## config.mk

```make
export PLATFORM = sky130hd
export DESIGN_NAME = multi_rate_tick_gen
export DESIGN_NICKNAME = d
export VERILOG_FILES = /design/src/rtl/multi_rate_tick_gen.sv
export SDC_FILE = /design/constraint.sdc
export NUM_CORES = 1
export LEC_CHECK = 0
export CAP_MARGIN = 20
export CORE_ASPECT_RATIO = 0.7
export CORE_MARGIN = 3
export CORE_UTILIZATION = 56
export CTS_BUF_LIST = sky130_fd_sc_hd__clkbuf_4 sky130_fd_sc_hd__clkbuf_8
export DETAILED_ROUTE_END_ITERATION = 12
export MAX_ROUTING_LAYER = met4
export PLACE_DENSITY = 0.78
export SLEW_MARGIN = 0
export SYNTH_ARGS = -nofsm -noshare
export SYNTH_HDL_FRONTEND = slang
export SYNTH_SLANG_ARGS = --single-unit
```

## constraint.sdc

```tcl
create_clock -name ten_mhz_clk -period 3.65 [get_ports ten_mhz_clk]
set_clock_uncertainty 0.15 [all_clocks]
set_input_delay 1.095 -clock ten_mhz_clk [delete_from_list [all_inputs] [get_ports ten_mhz_clk]]
set_output_delay 1.095 -clock ten_mhz_clk [all_outputs]
set_load 0.005 [all_outputs]
```

## src/rtl/multi_rate_tick_gen.sv

```systemverilog
// rtl/multi_rate_tick_gen.sv - NUM_CH programmable dividers producing 1-cycle ticks and 50% square waves
// Divisor writes to a running channel are held pending and applied at that channel's wrap.

module multi_rate_tick_gen #(
  parameter int NUM_CH = 2,
  parameter int CNT_W = 16,
  parameter logic [NUM_CH*CNT_W-1:0] DIV_INIT = {16'd30000, 16'd1250},
  localparam int CH_W = (NUM_CH > 1) ? $clog2(NUM_CH) : 1
) (
  input  logic              ten_mhz_clk,
  input  logic              reset,
  input  logic [NUM_CH-1:0] ch_en,
  input  logic              sync_restart,
  input  logic              cfg_valid,
  output logic              cfg_ready,
  input  logic [CH_W-1:0]   cfg_ch,
  input  logic [CNT_W-1:0]  cfg_div,
  output logic              cfg_err,
  output logic [NUM_CH-1:0] div_pend,
  output logic [NUM_CH-1:0] tick,
  output logic [NUM_CH-1:0] clk_out
);

  localparam logic [CH_W:0] NUM_CH_V = (CH_W+1)'(NUM_CH);

  logic ch_ok;
  logic wr_ok;

  assign ch_ok = {1'b0, cfg_ch} < NUM_CH_V;
  // Out-of-range writes are always accepted so the requester never stalls on them.
  assign cfg_ready = ch_ok ? ~div_pend[cfg_ch] : 1'b1;
  assign wr_ok = cfg_valid & cfg_ready & ch_ok;

  always_ff @(posedge ten_mhz_clk) begin
    if (reset) begin
      cfg_err <= 1'b0;
    end else begin
      cfg_err <= cfg_valid & cfg_ready & ~ch_ok;
    end
  end

  for (genvar c = 0; c < NUM_CH; c++) begin : g_ch
    logic [CNT_W-1:0] cnt;
    logic [CNT_W-1:0] div_act;
    logic [CNT_W-1:0] pend_val;
    logic [CNT_W-1:0] last_cnt;
    logic             pend_r;
    logic             tick_r;
    logic             clk_r;
    logic             hit;
    logic             wrap;

    // A divisor of zero behaves as divide-by-one.
    assign last_cnt = (div_act == '0) ? '0 : div_act - 1'b1;
    assign wrap = (cnt == last_cnt);
    assign hit = wr_ok & (cfg_ch == CH_W'(c));

    always_ff @(posedge ten_mhz_clk) begin
      if (reset) begin
        cnt      <= '0;
        div_act  <= DIV_INIT[c*CNT_W +: CNT_W];
        pend_val <= '0;
        pend_r   <= 1'b0;
        tick_r   <= 1'b0;
        clk_r    <= 1'b0;
      end else if (sync_restart) begin
        cnt    <= '0;
        tick_r <= 1'b0;
        clk_r  <= 1'b0;
        pend_r <= 1'b0;
        if (hit) begin
          div_act <= cfg_div;
        end else if (pend_r) begin
          div_act <= pend_val;
        end
      end else if (!ch_en[c]) begin
        cnt    <= '0;
        tick_r <= 1'b0;
        pend_r <= 1'b0;
        if (hit) begin
          div_act <= cfg_div;
        end else if (pend_r) begin
          div_act <= pend_val;
        end
      end else begin
        if (wrap) begin
          cnt    <= '0;
          tick_r <= 1'b1;
          clk_r  <= ~clk_r;
          if (pend_r) begin
            div_act <= pend_val;
            pend_r  <= 1'b0;
          end
        end else begin
          cnt    <= cnt + 1'b1;
          tick_r <= 1'b0;
        end
        // A write landing on the wrap edge must not be consumed by that wrap.
        if (hit) begin
          pend_r   <= 1'b1;
          pend_val <= cfg_div;
        end
      end
    end

    assign div_pend[c] = pend_r;
    assign tick[c]     = tick_r;
    assign clk_out[c]  = clk_r;
  end

endmodule

```

==> results of run 1 <==
[path summary, 6_finish.rpt]
check | to | slack [ns]
worst max-delay path | g_ch[0].div_act[9]$_SDFFE_PP0P_ | 0.05
worst min-delay path | g_ch[1].pend_val[1]$_SDFFE_PP0P_ | 0.31
worst max register to register | g_ch[0].div_act[9]$_SDFFE_PP0P_ | 0.05
worst min register to register | g_ch[1].pend_val[1]$_SDFFE_PP0P_ | 0.31
[cell usage after synthesis (5+ instances only)]
library cell  number
nor3_1            30
inv_1             29
o211ai_1           5
nor2b_1            6
o21ai_0           12
nand4_1           15
dfxtp_1          102
and3_1             7
and2_1             6
or3_1             10
or4_1             11
buf_4              7
or2_2              5
nor3b_1            5
a221oi_1          16
nand3_1           21
nand2_1          101
xnor2_1           33
o22ai_1           33
nor2_1            70
a22oi_1           17
nand2b_1           8
a21oi_1           48
mux2i_1            7
nor4_1            12
clkbuf_1          46
xor2_1            25
[power by group]
group,internal [W],switching [W],total (W)
clock,0.000286,0.000437,0.000723
combinational,0.000173,0.000229,0.000402
sequential,0.00114,0.0000297,0.00117
total,0.00160,0.000695,0.00230
[layout make-up]
cell class,count,area [um2]
clock buffer,10,137.6
clock inverter,6,62.56
fill,871,3128
inverter,30,112.6
multi-input combinational,568,3617
sequential,102,2043
tap,128,160.2
timing repair buffer,87,723.2
[metal layers]
layer / vias up / global-route usage, % / share of wire, %
met5: - / - / 0
met4: 0 / 7.692 / 2.0
met3: 25 / 4.948 / 8.7
met2: 252 / 39.35 / 41
met1: 2684 / 44.43 / 48
li1: 2793 / - / -
[cell families (layout without fill, tap and decap cells)]
| logic type | after synthesis | count (layout) |
|---|---|---|
| multiplexers | 10 | 10 |
| other | 1 | 1 |
| adder cells (fa/ha/maj) | 4 | 4 |
| flip-flops | 102 | 102 |
| AND/OR/NAND/NOR | 320 | 320 |
| XOR/XNOR | 59 | 59 |
| buffers and inverters | 91 | 133 |
| AO/OA/AOI/OAI | 173 | 174 |
[timing repair]
action,4_1_cts,5_1_grt
resized for setup,5,26
endpoints found under the setup margin,22,51
pin swaps,3,10
cloned,1,0
buffers inserted,2,5
[flip-flops by register name, summed over array words and instances (netlist names)]
register       cells
g_ch.clk_r         2
g_ch.tick_r        2
g_ch.pend_val     32
g_ch.pend_r        2
g_ch.div_act      32
g_ch.cnt          32
[critical path, cell delays in order, from the launching register on]
cell and delay [ns]:
dfxtp_2 0.34, or4_4 0.54, or4_4 0.52, or4_4 0.42
a2111o_1 0.46, o311ai_4 0.09, nand3_2 0.16, o31ai_4 0.21
buf_6 0.17, o21ai_4 0.12, a221oi_2 0.33
[per-stage QoR]
step,cell area (um2),util (%)
2_1_floorplan,5903,-
3_3_place_gp,6451,64.61
3_5_place_dp,6451,64.61
4_1_cts,6693,67.03
5_1_grt,6857,68.67
6_report,6857,68.67
==> results.md, run 1 <==
* Die H at a little over 90 um
* Async SR Flop Fraction at 0%
* Worst-margin pin slew at 0.7620 ns
* DR pass1 iterations at 5
* Critical path required time at 3.79 ns
* HP Start: g_ch[1].pend_val[1]$_SDFFE_PP0P_
* Total Routing Usage GR at 29.14%
* Synth Flop Type: dfxtp_1
* TNS Setup at 0 ns
* Synth Area in Compound Gates at 20.55%
* Max VDD drop at 253.9 uV
* First-pass GRT wire length at 26960 um
* Via count at 5754
* Outcome: completed
* Grt ovf at 0
* DRC viols at 0
* Clk root buf: clkbuf_8
* Hold WS at 0.3119 ns
* Pin count of the biggest net entering global routing at 35
* Critical path startpoint category: flop
* Nets at 825
* TritonCTS Sinks at 102
* Number of global-route vias before repair at 5222
* Final hold vios at 0
* Critical path arrival at around 3.7 ns
* Final HPWL DP at roughly 12000 um
* Cell variety after synth at 67
* Max-Cap Viols at 0
* Crit Path Class: flop to flop
* Final min period at 3.603 ns
* Io pins at 31
* EDFF count, synth at 0
* Reg2reg path depth at 10
* Sequential area share after synthesis at 34.61%
* Final Cycle Share at a little over nine tenths
* Main combinational cell family by area after synthesis: simple AND/OR/NAND/NOR gates
* Gpl congestion at between 0.9 and 1
* Syn_nets at approximately 790
* Warnings, synthesis at 0
* Row Count at 30
* Synth Area in Simple Gates at between 20% and 30%
* Max Fclk at 277.5 MHz
* CP startpoint: g_ch[0].div_act[10]$_SDFFE_PP1P_
* Final WL at 16560 um
* Most frequent cells in the layout: nand2_1, dfxtp_1, nor2_1
* DR WL/cell at 17.78 um
* Worst-path fanout max at 8
* CTS tree: done
* Number of routed nets with antenna violations at 0
* Placed insts at 907
* R2R Path Start: g_ch[0].div_act[10]$_SDFFE_PP1P_
* Pre-CTS setup slack at -0.1158 ns
* Multiplexer share of the synthesized area at 1.760%
* Post-synthesis cell area at 5899 um2
* Reg clk slew, reported paths at approximately 0.11 ns
* Die X at 128.7 um
* Core area at 9985 um2
* Pwr Total at roughly 0.0023 W
* Antenna Cells at 0
* Syn_area_per_cell at around 7.8 um2
* Leak Pwr at between 2 and 2.5 nW
* PortBufs at 29
* CTS max path bufs at 2
* Xor-xnor portion of the synthesized cell area at 8.993%
* Pwr/cell area at 335.3 nW/um2
* Post-route setup slack at 0.04680 ns
* Dominant cell type by area after synthesis: dfxtp_1
* TritonCTS buffer count at 9
* FF+latch count, synth at 102
* Synth top area share at about a third
* Ranking of synthesized cells by area: dfxtp_1, nand2_1, xnor2_1
* Post-synthesis cell count at 760
* Final setup viols at 0
* Non-filler cells, final at just over 900
* Initial antenna violation count at 0
* Synthesized-area fraction occupied by adder cells at less than 1%
* Hold Buf Count CTS at 0
* Latest clock arrival within the worst-skew pair at between 0.3 and 0.4 ns
* Hold Crit Class: flop to flop
* Fraction of layout cells with a size suffix above 1 at between 10 and 15%
* Die area at about 12000 um2
* Synthesis-to-finish area growth at 16.22%
* Final Slew Violations at 0
* H-tree Lvls at 3
* Iter 0 DRT Violations at 488
* Initial Utilization at 59.09%
* Hold path cells at 2
* Crit path capture type: flop
* Relative slew slack at 49.09%
* Vias per cell at 6.180
Note: power is estimated with default switching activity, not from simulation.
==> run 2, diff against run 1 <==
Settings changed: PLACE_DENSITY 0.78 to 0.88.
==> run 2 against run 1 <==
Via count is 4.7% higher. Fmax up 1.6%. Critical endpoint is now cfg_ready. Power down 1.3%. Critical path depth is 7 lower. Flip-flop and latch count is the same. Clock power fell by 5.0%.
==> results.md, run 2 (same netlist as run 1, synthesis figures left out) <==
* Critical path arrival at 2.30 ns
* DR WL/cell at 18.59 um
* TNS Setup at 0 ns
* Number of global-route vias before repair at around 5300
* Non-filler cells, final at 929
* Critical path required time at 2.40 ns
* Placed insts at 907
* Crit path capture type: primary output
* Combinational share of power at 17.7%
* Slowest CP cell: clkdlybuf4s50_1
* Die area at 11820 um2
* Final Slew Violations at 0
* Relative slew slack at 44.29%
* H-tree Lvls at 3
* Switching Share at 30.03%
* Worst-path fanout max at 2
* Die H at 91.88 um
* Pwr/cell area at 331.7 nW/um2
* Fraction of layout cells with a size suffix above 1 at between 10% and 20%
* PortBufs at 29
* Max stage delay on crit path at 0.52 ns
* Crit Path Class: input port to primary output
* Internal power at roughly 0.0016 W
* Max-Cap Viols at 0
* Synthesis-to-finish area growth at 15.95%
* Die X at 128.7 um
* Nets at 823
* Switch Pwr at 0.0006815 W
* Antenna Cells at 0
* Max Used Layer: met4
* Met1 Routed Length at 7916 um
* Layout Utilization at 68.51%
* Final min period at 3.546 ns
* Grt ovf at 0
* Pin count of the biggest net entering global routing at 39
* DR pass1 iterations at 6
* Most frequent cells in the layout: nand2_1, dfxtp_1, nor2_1
* Max Fclk at 282.0 MHz
* Pwr Total at 0.002269 W
* First-pass GRT wire length at about 27000 um
* Row Count at 30
* Final setup viols at 0
* Core area at 9985 um2
* Leak Pwr at 2.315 nW
* TritonCTS Sinks at about 100
* Initial Utilization at 59.09%
* Number of routed nets with antenna violations at 0
* Gpl congestion at 0.9955
* Total Routing Usage GR at 29.46%
* Seq pwr share at 52.1%
* Final Cycle Share at 97.15%
* Final WL at 17270 um
* Clock Power Share at a little under a third
* CTS max path bufs at 2
* Most used cell, CP: clkdlybuf4s50_1
* Routed wl met2 at 7094 um
* Met3 Wirelength at 1933 um
* Vias per cell at 6.482
* Worst-path cell chain: clkdlybuf4s50_1 -> mux2i_1 -> clkdlybuf4s50_1
* Initial antenna violation count at 0
* Io pins at 31
* Final hold vios at 0
* DRC viols at 0
* Worst-margin pin slew at 0.8357 ns
* Latest clock arrival within the worst-skew pair at 0.38 ns
* Max VDD drop at 215.3 uV
* Via count at 6022
* Clk root buf: clkbuf_8
* Reg clk slew, reported paths at 0.09 ns
* Critical path startpoint category: input port
* Hold Crit Class: flop to flop
* Outcome: completed
* Final HPWL DP at 12710 um
* CTS tree: done
* Largest regs: g_ch.cnt x32, g_ch.div_act x32, g_ch.pend_val x32
* Iter 0 DRT Violations at 594
* TritonCTS buffer count at 9
[run 2: timing repair]
item | 4_1_cts | 5_1_grt
hold buffers | 0 | 0
resized for setup | 3 | 29
buffers inserted | 1 | 4
endpoints found under the setup margin | 21 | 52
gates cloned | 1 | 0
pin swaps | 1 | 10
[run 2: path summary, 6_finish.rpt]
path | endpoint | slack [ns] | start | depth (start not counted)
worst min-delay path | g_ch[1].pend_val[6]$_SDFFE_PP0P_ | 0.31 | g_ch[1].pend_val[6]$_SDFFE_PP0P_ | 2
worst max register to register | g_ch[0].div_act[1]$_SDFFE_PP1P_ | 0.11 | g_ch[0].div_act[0]$_SDFFE_PP0P_ | 12
worst max-delay path | cfg_ready | 0.10 | cfg_ch | 3
worst min register to register | g_ch[1].pend_val[6]$_SDFFE_PP0P_ | 0.31 | g_ch[1].pend_val[6]$_SDFFE_PP0P_ | 2
[run 2: through the flow]
stage,setup WS (ns),hold slack (ns),instance area [um2]
floorplan,0.01349,0.2862,5903
global placement,0.04695,0.2910,6451
detailed placement,-0.06831,0.2967,6451
CTS,-0.008649,0.3098,6661
global route,-0.01446,0.3318,6840
finish,0.1041,0.3116,6840
[run 2: worst max-delay path, delay by kind of cell]
family | cells | cell delay [ns]
buffers and inverters | 2 | 1.02
muxes | 1 | 0.18
[run 2: power by group through the flow]
stage	logic [W]	clock network, W	registers, W
final	0.000401	0.000687	0.00118
after CTS	0.000361	0.000694	0.00118
after detailed placement	0.000356	0	0.00120
after floorplan	0.000230	0	0.00119
after global routing	0.000430	0.000742	0.00119
after global placement	0.000344	0	0.00120
[run 2: layout make-up]
cell class | instances | area, um2
Clock buffer | 11 | 138.9
Clock inverter | 5 | 42.54
Multi-Input combinational cell | 568 | 3630
Tap cell | 128 | 160.2
Fill cell | 845 | 3144
Timing Repair Buffer | 85 | 713.2
Sequential cell | 102 | 2043
Inverter | 30 | 112.6
[run 2: metal layers]
layer | track usage (%) | up-vias
met5 | - | -
met4 | 6.731 | 0
met3 | 5.995 | 40
met2 | 39.35 | 352
met1 | 45.05 | 2841
li1 | - | 2789
